$ cat src/rtl/bitwise_operand_loader_pkg.sv
// Shared definitions for the bitwise operand loader: default widths, FSM state
// encoding and the handshake helper used by the loader datapath.
package bitwise_operand_loader_pkg;

    localparam int WIDTH_DEF = 8;
    localparam int CNT_W_DEF = 8;

    typedef enum logic [1:0] {
        S_LOAD_A = 2'd0,
        S_LOAD_B = 2'd1,
        S_EXEC   = 2'd2,
        S_OUT    = 2'd3
    } state_t;

    function automatic logic xfer(input logic valid, input logic ready);
        return valid & ready;
    endfunction

endpackage

$ cat src/rtl/bitwise_operand_loader_wrap_counter.sv
// Free-running CNT_W-bit event counter; wraps to zero past its maximum value.
module wrap_counter #(
    parameter int CNT_W = 8
) (
    input  logic             clk,
    input  logic             reset,
    input  logic             en,
    output logic [CNT_W-1:0] q
);

    logic [CNT_W-1:0] q_r;

    // Count enabled events, wrapping modulo 2^CNT_W.
    always_ff @(posedge clk or posedge reset) begin
        if (reset) begin
            q_r <= '0;
        end else if (en) begin
            q_r <= q_r + CNT_W'(1);
        end else begin
            q_r <= q_r;
        end
    end

    assign q = q_r;

endmodule

$ cat src/rtl/bitwise_operand_loader.sv
// Byte-stream feeder for an external 8-bit AND gate: loads A then B, waits one
// settle cycle, captures the gate result and hands it downstream.
module bitwise_operand_loader
    import bitwise_operand_loader_pkg::*;
#(
    parameter int WIDTH = WIDTH_DEF,
    parameter int CNT_W = CNT_W_DEF
) (
    input  logic             clk,
    input  logic             reset,
    input  logic             in_valid,
    input  logic [WIDTH-1:0] in_data,
    output logic             in_ready,
    output logic [WIDTH-1:0] opa,
    output logic [WIDTH-1:0] opb,
    input  logic [WIDTH-1:0] res_in,
    output logic             out_valid,
    output logic [WIDTH-1:0] out_data,
    input  logic             out_ready,
    output logic             busy,
    output logic [CNT_W-1:0] done_cnt
);

    state_t           state_r;
    state_t           state_s;
    logic [WIDTH-1:0] opa_r;
    logic [WIDTH-1:0] opb_r;
    logic [WIDTH-1:0] out_data_r;
    logic             out_valid_r;
    logic             accept_s;
    logic             in_xfer_s;
    logic             out_xfer_s;

    // State register.
    always_ff @(posedge clk or posedge reset) begin
        if (reset) begin
            state_r <= S_LOAD_A;
        end else begin
            state_r <= state_s;
        end
    end

    // Next-state and input-acceptance decode.
    always_comb begin
        state_s  = state_r;
        accept_s = 1'b0;
        case (state_r)
            S_LOAD_A: begin
                accept_s = 1'b1;
                if (in_valid) begin
                    state_s = S_LOAD_B;
                end else begin
                    state_s = S_LOAD_A;
                end
            end
            S_LOAD_B: begin
                accept_s = 1'b1;
                if (in_valid) begin
                    state_s = S_EXEC;
                end else begin
                    state_s = S_LOAD_B;
                end
            end
            S_EXEC: begin
                state_s = S_OUT;
            end
            S_OUT: begin
                if (out_ready) begin
                    state_s = S_LOAD_A;
                end else begin
                    state_s = S_OUT;
                end
            end
            default: begin
                state_s = S_LOAD_A;
            end
        endcase
    end

    assign in_xfer_s  = xfer(in_valid, accept_s);
    assign out_xfer_s = xfer(out_valid_r, out_ready) & (state_r == S_OUT);

    // Operand and result registers; operands only move on their own load.
    always_ff @(posedge clk or posedge reset) begin
        if (reset) begin
            opa_r       <= '0;
            opb_r       <= '0;
            out_data_r  <= '0;
            out_valid_r <= 1'b0;
        end else begin
            if (in_xfer_s && (state_r == S_LOAD_A)) begin
                opa_r <= in_data;
            end else begin
                opa_r <= opa_r;
            end
            if (in_xfer_s && (state_r == S_LOAD_B)) begin
                opb_r <= in_data;
            end else begin
                opb_r <= opb_r;
            end
            if (state_r == S_EXEC) begin
                out_data_r  <= res_in;
                out_valid_r <= 1'b1;
            end else if (out_xfer_s) begin
                out_data_r  <= out_data_r;
                out_valid_r <= 1'b0;
            end else begin
                out_data_r  <= out_data_r;
                out_valid_r <= out_valid_r;
            end
        end
    end

    wrap_counter #(
        .CNT_W (CNT_W)
    ) u_done_cnt (
        .clk   (clk),
        .reset (reset),
        .en    (out_xfer_s),
        .q     (done_cnt)
    );

    // Reset gates in_ready so no byte can be taken while state is being cleared.
    assign in_ready  = accept_s & ~reset;
    assign opa       = opa_r;
    assign opb       = opb_r;
    assign out_valid = out_valid_r;
    assign out_data  = out_data_r;
    assign busy      = (state_r != S_LOAD_A);

endmodule
$ cat config.mk
export PLATFORM = sky130hd
export DESIGN_NAME = bitwise_operand_loader
export DESIGN_NICKNAME = d
export VERILOG_FILES = /design/src/rtl/bitwise_operand_loader_pkg.sv /design/src/rtl/bitwise_operand_loader_wrap_counter.sv /design/src/rtl/bitwise_operand_loader.sv
export SDC_FILE = /design/constraint.sdc
export NUM_CORES = 1
export LEC_CHECK = 0
export ABC_AREA = 1
export CAP_MARGIN = 10
export CORE_AREA = 2 2 71 53
export CTS_CLUSTER_SIZE = 25
export DETAILED_ROUTE_END_ITERATION = 8
export DIE_AREA = 0 0 73 55
export GPL_TIMING_DRIVEN = 0
export PLACE_DENSITY = 0.89
export SYNTH_ARGS = -nofsm -noshare
export SYNTH_HDL_FRONTEND = slang
export SYNTH_SLANG_ARGS = --single-unit
$ cat constraint.sdc
create_clock -name clk -period 2.5 [get_ports clk]
set_clock_uncertainty 0.05 [all_clocks]
set_input_delay 0.5 -clock clk [delete_from_list [all_inputs] [get_ports clk]]
set_output_delay 0.5 -clock clk [all_outputs]
set_load 0.01 [all_outputs]
Yosys cells after proc, flatten, opt, wreduce, memory -nomap -nowiden --
Cells that the tools add are included.
Cells by class: mux-type cells 7, equality and inequality tests 3, bitwise gates (word level) 5, add/subtract/negate cells 1, reductions and logical operators 6
Operators with widths (number):
- $add A8 B1 Y8 const B | 1
- $pmux W2 S4 | 1
- $and A1 B1 Y1 | 4
- $eq A2 B2 Y1 const B | 2
- $mux W1 | 4
- $mux W2 | 2
- $reduce_bool A2 Y1 | 2
- $eq A2 B1 Y1 const B | 1
- $logic_and A1 B1 Y1 | 2
- $logic_not A2 Y1 | 1
- $reduce_or A2 Y1 | 1
- $not A1 Y1 | 1
Storage, ports and cells: word-level logic and storage cells 28, bits of input ports 20, output and inout port bits 35, register bits after elaboration 35

Longest topological paths before layout --
Gate-level depths: netlist of run 1.
word-level depth 5, mapped depth 7, gate-level depth less buffers 7

Cells and area by module --
Synthesis of run 1 repeated with hierarchy kept, for this count alone.
Second synthesis, totals: cells, all modules 171, area, all modules 1571.5 um^2
Modules (own cells, without submodules):
- bitwise_operand_loader | cells an instance 125, sequential area each 675.6 um^2, area an instance 1164.9 um^2, instances 1
- wrap_counter | cells an instance 46, sequential area each 200.2 um^2, area an instance 406.6 um^2, instances 1

Worst setup path after synthesis of run 1 --
Ideal clock, no wire load.
path type input to output, start input reset, end output in_ready, stages on the path 1, path buffers 0, arrival time 0.657 ns, setup slack 1.293 ns, required time 1.950 ns, cell sequence nor2_1
Between the ends: cells in the longest elaborated chain, start to end 2
Ends and longest elaborated chain:
- from (decl) | line bitwise_operand_loader.sv:10 | input logic reset,
- $not A1 Y1 | line bitwise_operand_loader.sv:124 | assign in_ready = accept_s & ~reset;
- $and A1 B1 Y1 | line bitwise_operand_loader.sv:124
- to (decl) | line bitwise_operand_loader.sv:13 | output logic in_ready,
No other way between the ends.

Worst setup path after layout of run 1 --
Same ends and word-level chain as after synthesis.

==> results of run 1 <==
-- cell usage in the layout, fill, tap and decap left out --
cell type / Yosys / layout
buf_16: 0 / 1
buf_4: 1 / 1
buf_6: 2 / 2
clkbuf_1: 0 / 1
clkbuf_8: 0 / 5
clkdlybuf4s50_1: 0 / 54
dfrtp_1: 35 / 35
ha_1: 1 / 1
inv_1: 22 / 22
mux2_2: 8 / 8
nand2_1: 38 / 38
nand2_2: 2 / 2
nand3_1: 4 / 4
nand4_1: 3 / 3
nor2_1: 6 / 6
o211ai_1: 1 / 1
o21ai_0: 18 / 18
xnor2_1: 3 / 3
xor2_1: 1 / 1
-- path summary, 6_finish.rpt --
kind                                to  depth (start not counted)
min reg2reg                     opa[6]                          2
max reg2reg                     opb[5]                          4
min in group asynchronous  out_data[2]                          2
max                           in_ready                          3
min                             opa[6]                          2
max in group asynchronous       opb[5]                          3
-- per-stage QoR --
step | util | std cells | power (mW)
after global routing | 0.635 | 246 | 2.59
after CTS | 0.635 | 246 | 2.44
final | 0.635 | 246 | 2.41
after floorplan | - | 145 | 1.45
after global placement | 0.605 | 239 | 2.03
after detailed placement | 0.613 | 240 | 2.07
-- final cells by class --
| cell class | instances | area [um2] | share of cell area |
|---|---|---|---|
| Timing Repair Buffer | 55 | 568 | 0.267 |
| Clock buffer | 6 | 72.6 | 0.0341 |
| Buffer | 3 | 30.0 | 0.0141 |
| Multi-Input combinational cell | 85 | 452 | 0.212 |
| Tap cell | 40 | 50.0 | 0.0235 |
| Sequential cell | 35 | 876 | 0.411 |
| Inverter | 22 | 82.6 | 0.0388 |
-- routing by layer --
metal	vias to the layer above	share of wire
li1	573	-
met1	545	0.46
met2	44	0.46
met3	6	0.066
met4	0	0.017
met5	-	0
-- sequential cells by signal (all words and copies together) (netlist names) --
name,flops
opa,8
opb,8
out_data,8
out_valid,1
state_r,2
u_done_cnt.q,8
-- tightest hold or removal path, stage by stage, from the launching register on --
cell and delay (ns):
dfrtp_1 0.34, nand2_1 0.05, o21ai_0 0.06
-- report_power, final --
group	leakage [nW]	switching, mW	internal [mW]	total, mW
Sequential	0.419	0.166	0.810	0.976
Combinational	0.544	0.450	0.623	1.07
Clock	0.0371	0.176	0.185	0.362
Total	1.00	0.792	1.62	2.41
-- cells by family (layout without fill, tap and decap cells) --
| group | after synthesis | after routing | share of synthesized area |
|---|---|---|---|
| XOR/XNOR | 4 | 4 | 0.0243 |
| flip-flops | 35 | 35 | 0.608 |
| multiplexers | 8 | 8 | 0.0626 |
| buffers and inverters | 25 | 86 | 0.0782 |
| adder cells (fa/ha/maj) | 1 | 1 | 0.00869 |
| AO/OA/AOI/OAI | 19 | 19 | 0.0678 |
| AND/OR/NAND/NOR | 53 | 53 | 0.150 |
==> run metrics, run 1 <==
status completed; clk_lat worst skew 0.27 ns; largest net degree at the start of global routing 23; dominant cells by area after synthesis dfrtp_1 61%, nand2_1 9.9%, o21ai_0 6.3%; Yosys cell types 15; Core ar. 3360 um2; via count of the routed design 1168; final wirelength 3.05 mm; min-delay src opa[6]; Max Clock Freq 479 MHz; FP Rows 18; Critical Path, Cell by Cell clkdlybuf4s50_1, nor2_1, clkdlybuf4s50_1; Setup crit end kind primary output; clk buf depth 2; HPWL after detailed placement 2.31 mm; class of the worst hold path reg2reg; fin area 2130 um2; unrepaired setup endpoints after global routing no; Setup Buffers After CTS 0; Period minus WS final 2.09 ns; ANT nets after route 0; fraction of layout instances using a drive strength above 1 0.0922; busiest grt layer met2; Worst Setup SP reset; Synth area leader dfrtp_1; gr ovfl total 0; clk sink count 35; CP Launch Type input pin; Pre-antenna DRT Iters 4; Mapped Cells 145; drt drc 0; worst-path maximum fanout 2; Req. time, crit path 1.95 ns; Ant. Diodes 0; Worst Hold Slack 0.439 ns; Lkg Pwr 1.00 nW; Nets 228; P&R area growth vs syn 48.0%; Die X-Extent 73 um; most numerous cell on the critical path clkdlybuf4s50_1; Synth top area share 0.608; initial antenna violation count 0; Buf+Inv Stages, Crit Path 2; synthesized flop and latch total 35; crit-path leading delay family buffers and inverters; wire length per cell 12.4 um; CTS HTree Levels 2; 1st-iter DRT viols 69; pre-CTS setup slack 0.417 ns; Fillers 285; synth cell count leaders 38 x nand2_1, 35 x dfrtp_1, 22 x inv_1, 18 x o21ai_0, 8 x mux2_2; # IOs 55; number of synthesized flops with an enable pin 0; most common cell in the synthesized netlist nand2_1; Worst VDD drop 0.676 mV; sequential element share of the synthesized area 0.608; die area 4020 um2; PwrDens 1130 nW/um2; Cell Area, Synth 1440 um2; RePlAce Congestion 0.765; vias per inst 4.75; met2 Use GR 0.269; Most used DFF post-synth dfrtp_1; Tightest Pin Transition 0.609 ns; final worst path period share 0.835; Vert. Die Dim 55 um; initial core utilization 0.429; Syn Nets 166; WS Path Type in2out; setup_tns 0 ns; maxcap violations 0; clock root buffer clkbuf_8; Worst Slack Setup Final 0.412 ns; Setup violations, final 0; synth warn 0; Critical Path AT 1.54 ns; first-pass GRT wire length 5.00 mm; met3 Track Usage GR 0.0562; Clk pin slew, worst setup/hold paths 0.06 ns; Tot GR Track Use 0.170; area post-placement 2060 um2; Port Buf Inserts 54; Slew Limit Headroom 0.594; max incr delay on CP 0.54 ns; Mean Syn Cell Area 9.93 um2; reg2reg start state_r[1]; vias in the first global route 1101; FFs w/ async S/R, synth 1.00; Hold Buf Count CTS 0; met1 Use GR 0.222; flop2flop setup slack 1.09 ns; Final Max Tran Viols 0; Final Hold Viols 0; CTS buffer count 5; CTS tree done; Slowest-stage cell, CP clkdlybuf4s50_1; PostCTS Resize Cnt 0
Note: power is estimated with default switching activity, not from simulation.
==> run 2: changes to the inputs <==
--- a/config.mk
+++ b/config.mk
@@ -7,12 +7,12 @@
 export LEC_CHECK = 0
 export ABC_AREA = 1
 export CAP_MARGIN = 10
-export CORE_AREA = 2 2 71 53
+export CORE_AREA = 2 2 76 56
 export CTS_CLUSTER_SIZE = 25
 export DETAILED_ROUTE_END_ITERATION = 8
-export DIE_AREA = 0 0 73 55
+export DIE_AREA = 0 0 78 58
 export GPL_TIMING_DRIVEN = 0
-export PLACE_DENSITY = 0.89
+export PLACE_DENSITY = 0.84
 export SYNTH_ARGS = -nofsm -noshare
 export SYNTH_HDL_FRONTEND = slang
 export SYNTH_SLANG_ARGS = --single-unit
==> constraint.sdc (replaced) <==
create_clock -name clk -period 1.7 [get_ports clk]
set_clock_uncertainty 0.05 [all_clocks]
set_input_delay 0.34 -clock clk [delete_from_list [all_inputs] [get_ports clk]]
set_output_delay 0.34 -clock clk [all_outputs]
set_load 0.01 [all_outputs]
==> run metrics, run 2 (same netlist as run 1, synthesis figures left out) <==
Max Clock Freq 612 MHz; crit-path leading delay family buffers and inverters; Final Hold Viols 0 (unchanged); clock root buffer clkbuf_8; status completed; via count of the routed design 1187 (+1.6%); most common cell after layout, fill and taps aside clkdlybuf4s50_1; max incr delay on CP 0.55 ns (about the same); dpl cells 252 (+5.0%); Core ar. 3800 um2 (+13%); Nets 229 (+0.44%); RePlAce Congestion 0.763 (-0.31%); fraction of layout instances using a drive strength above 1 0.120 (+0.0274); CP Launch Type flip-flop; pre-CTS setup slack -0.0949 ns (-0.512 ns); Slew Limit Headroom 0.596 (+0.00208); CTS HTree Levels 2 (unchanged); Buf+Inv Stages, Crit Path 1 (-1); first-pass GRT wire length 5.19 mm (+3.9%); 1st-iter DRT viols 54 (-22%); Die X-Extent 78 um (+6.8%); most frequent cells in the layout 52 x clkdlybuf4s50_1, 38 x nand2_1, 33 x dfrtp_1; HPWL after detailed placement 2.26 mm (-2.2%); final worst path period share 0.961; CTS tree done; Clk pin slew, worst setup/hold paths 0.07 ns (about the same); maxcap violations 0 (unchanged); Lkg Pwr 1.03 nW (+3.3%); PwrDens 1760 nW/um2 (+55%); class of the worst hold path in2async; Setup crit end kind primary output; largest net degree at the start of global routing 23 (unchanged); WS Path Type reg2out; Worst Slack Setup Final 0.0670 ns (-0.345 ns); area post-placement 2070 um2 (+0.73%); clk buf depth 2 (unchanged); fin util 0.583 (-0.0524); Critical Path, Cell by Cell clkdlybuf4s50_1; Worst Hold Slack 0.412 ns (-0.0267 ns); ANT nets after route 0 (unchanged); drt drc 0 (unchanged); Final Max Tran Viols 0 (unchanged); Pre-antenna DRT Iters 4 (unchanged); clk_lat worst skew 0.28 ns (about the same); Worst VDD drop 0.946 mV (+40%); gr ovfl total 0 (unchanged); Period minus WS final 1.63 ns; Ant. Diodes 0 (unchanged); worst-path maximum fanout 4 (+2); Critical Path AT 1.24 ns (-0.30 ns); flop2flop setup slack 0.31 ns (-0.78 ns); P&R area growth vs syn 53.9%; vias in the first global route 1203 (+9.3%); vias per inst 4.55 (-4.2%); CTS buffer count 5 (unchanged); Setup violations, final 0 (unchanged); Tightest Pin Transition 0.606 ns (-0.00312 ns); clk sink count 35 (unchanged); Post-Layout Cell Count 261 (+6.1%); Port Buf Inserts 54 (unchanged); FP Rows 19 (+1); final wirelength 3.03 mm (-0.85%); Vert. Die Dim 58 um (+5.5%); Slowest-stage cell, CP clkdlybuf4s50_1; wire length per cell 11.6 um (-6.6%); unrepaired setup endpoints after global routing no; initial core utilization 0.379 (-0.0505); Tot GR Track Use 0.149 (-0.0212); initial antenna violation count 0 (unchanged); die area 4520 um2 (+13%); total power 3.89 mW (+61%); setup_tns 0 ns (unchanged); fin area 2220 um2 (+4.0%); # IOs 55 (unchanged); Req. time, crit path 1.31 ns (-0.64 ns)
-- run 2: changes by cell type in the layout (fill, tap and decap cells not counted), moves of 2 or more --
cell,before,now
dlygate4sd2_1,0,2
clkdlybuf4s50_1,54,52
bufinv_16,0,2
dfrtp_1,35,33
dfrtp_2,0,2
-- run 2: final timing paths --
path | startpoint | to | cells after the start
setup / recovery | u_done_cnt.q[2] | done_cnt[2] | 1
hold / removal | reset | out_data[0] | 2
setup reg to reg | state_r[1] | opb[7] | 5
hold reg to reg | opb[2] | opb[2] | 2
max in group asynchronous | reset | u_done_cnt.q[3] | 3
min in group clk | opb[2] | opb[2] | 2
-- run 2: layer usage --
layer / track usage / routed length, um / vias to the layer above
li1: - / - / 580
met1: 0.184 / 1350 / 574
met2: 0.255 / 1540 / 31
met3: 0.0452 / 122 / 2
met4: 0.0476 / 9 / 0
met5: 0 / 0 / -
-- run 2: worst reg2reg max path, cell delays in order, from the launching register on --
cell and delay, ns:
dfrtp_2 0.46, inv_1 0.10, nand3_1 0.27, buf_6 0.25, nand2_1 0.05, o21ai_0 0.08
-- run 2: timing repair --
item,in CTS,in global routing
endpoints found under the setup margin,2,2
buffers inserted,0,1
pin swaps,0,0
gates resized for setup,4,1
hold buffers,0,0
-- run 2: power breakdown --
group	internal, mW	total, mW	switching [mW]
clock network	0.586	0.874	0.287
logic	0.920	1.59	0.666
registers	1.19	1.43	0.239
-- run 2: final cells by class --
type	instances	area, um2
Buffer	3	30.0
Clock buffer	6	72.6
Clock inverter	2	60.1
Fill cell	342	1590
Inverter	22	82.6
Multi-Input combinational cell	85	454
Sequential cell	35	878
Tap cell	52	65.1
Timing Repair Buffer	56	573
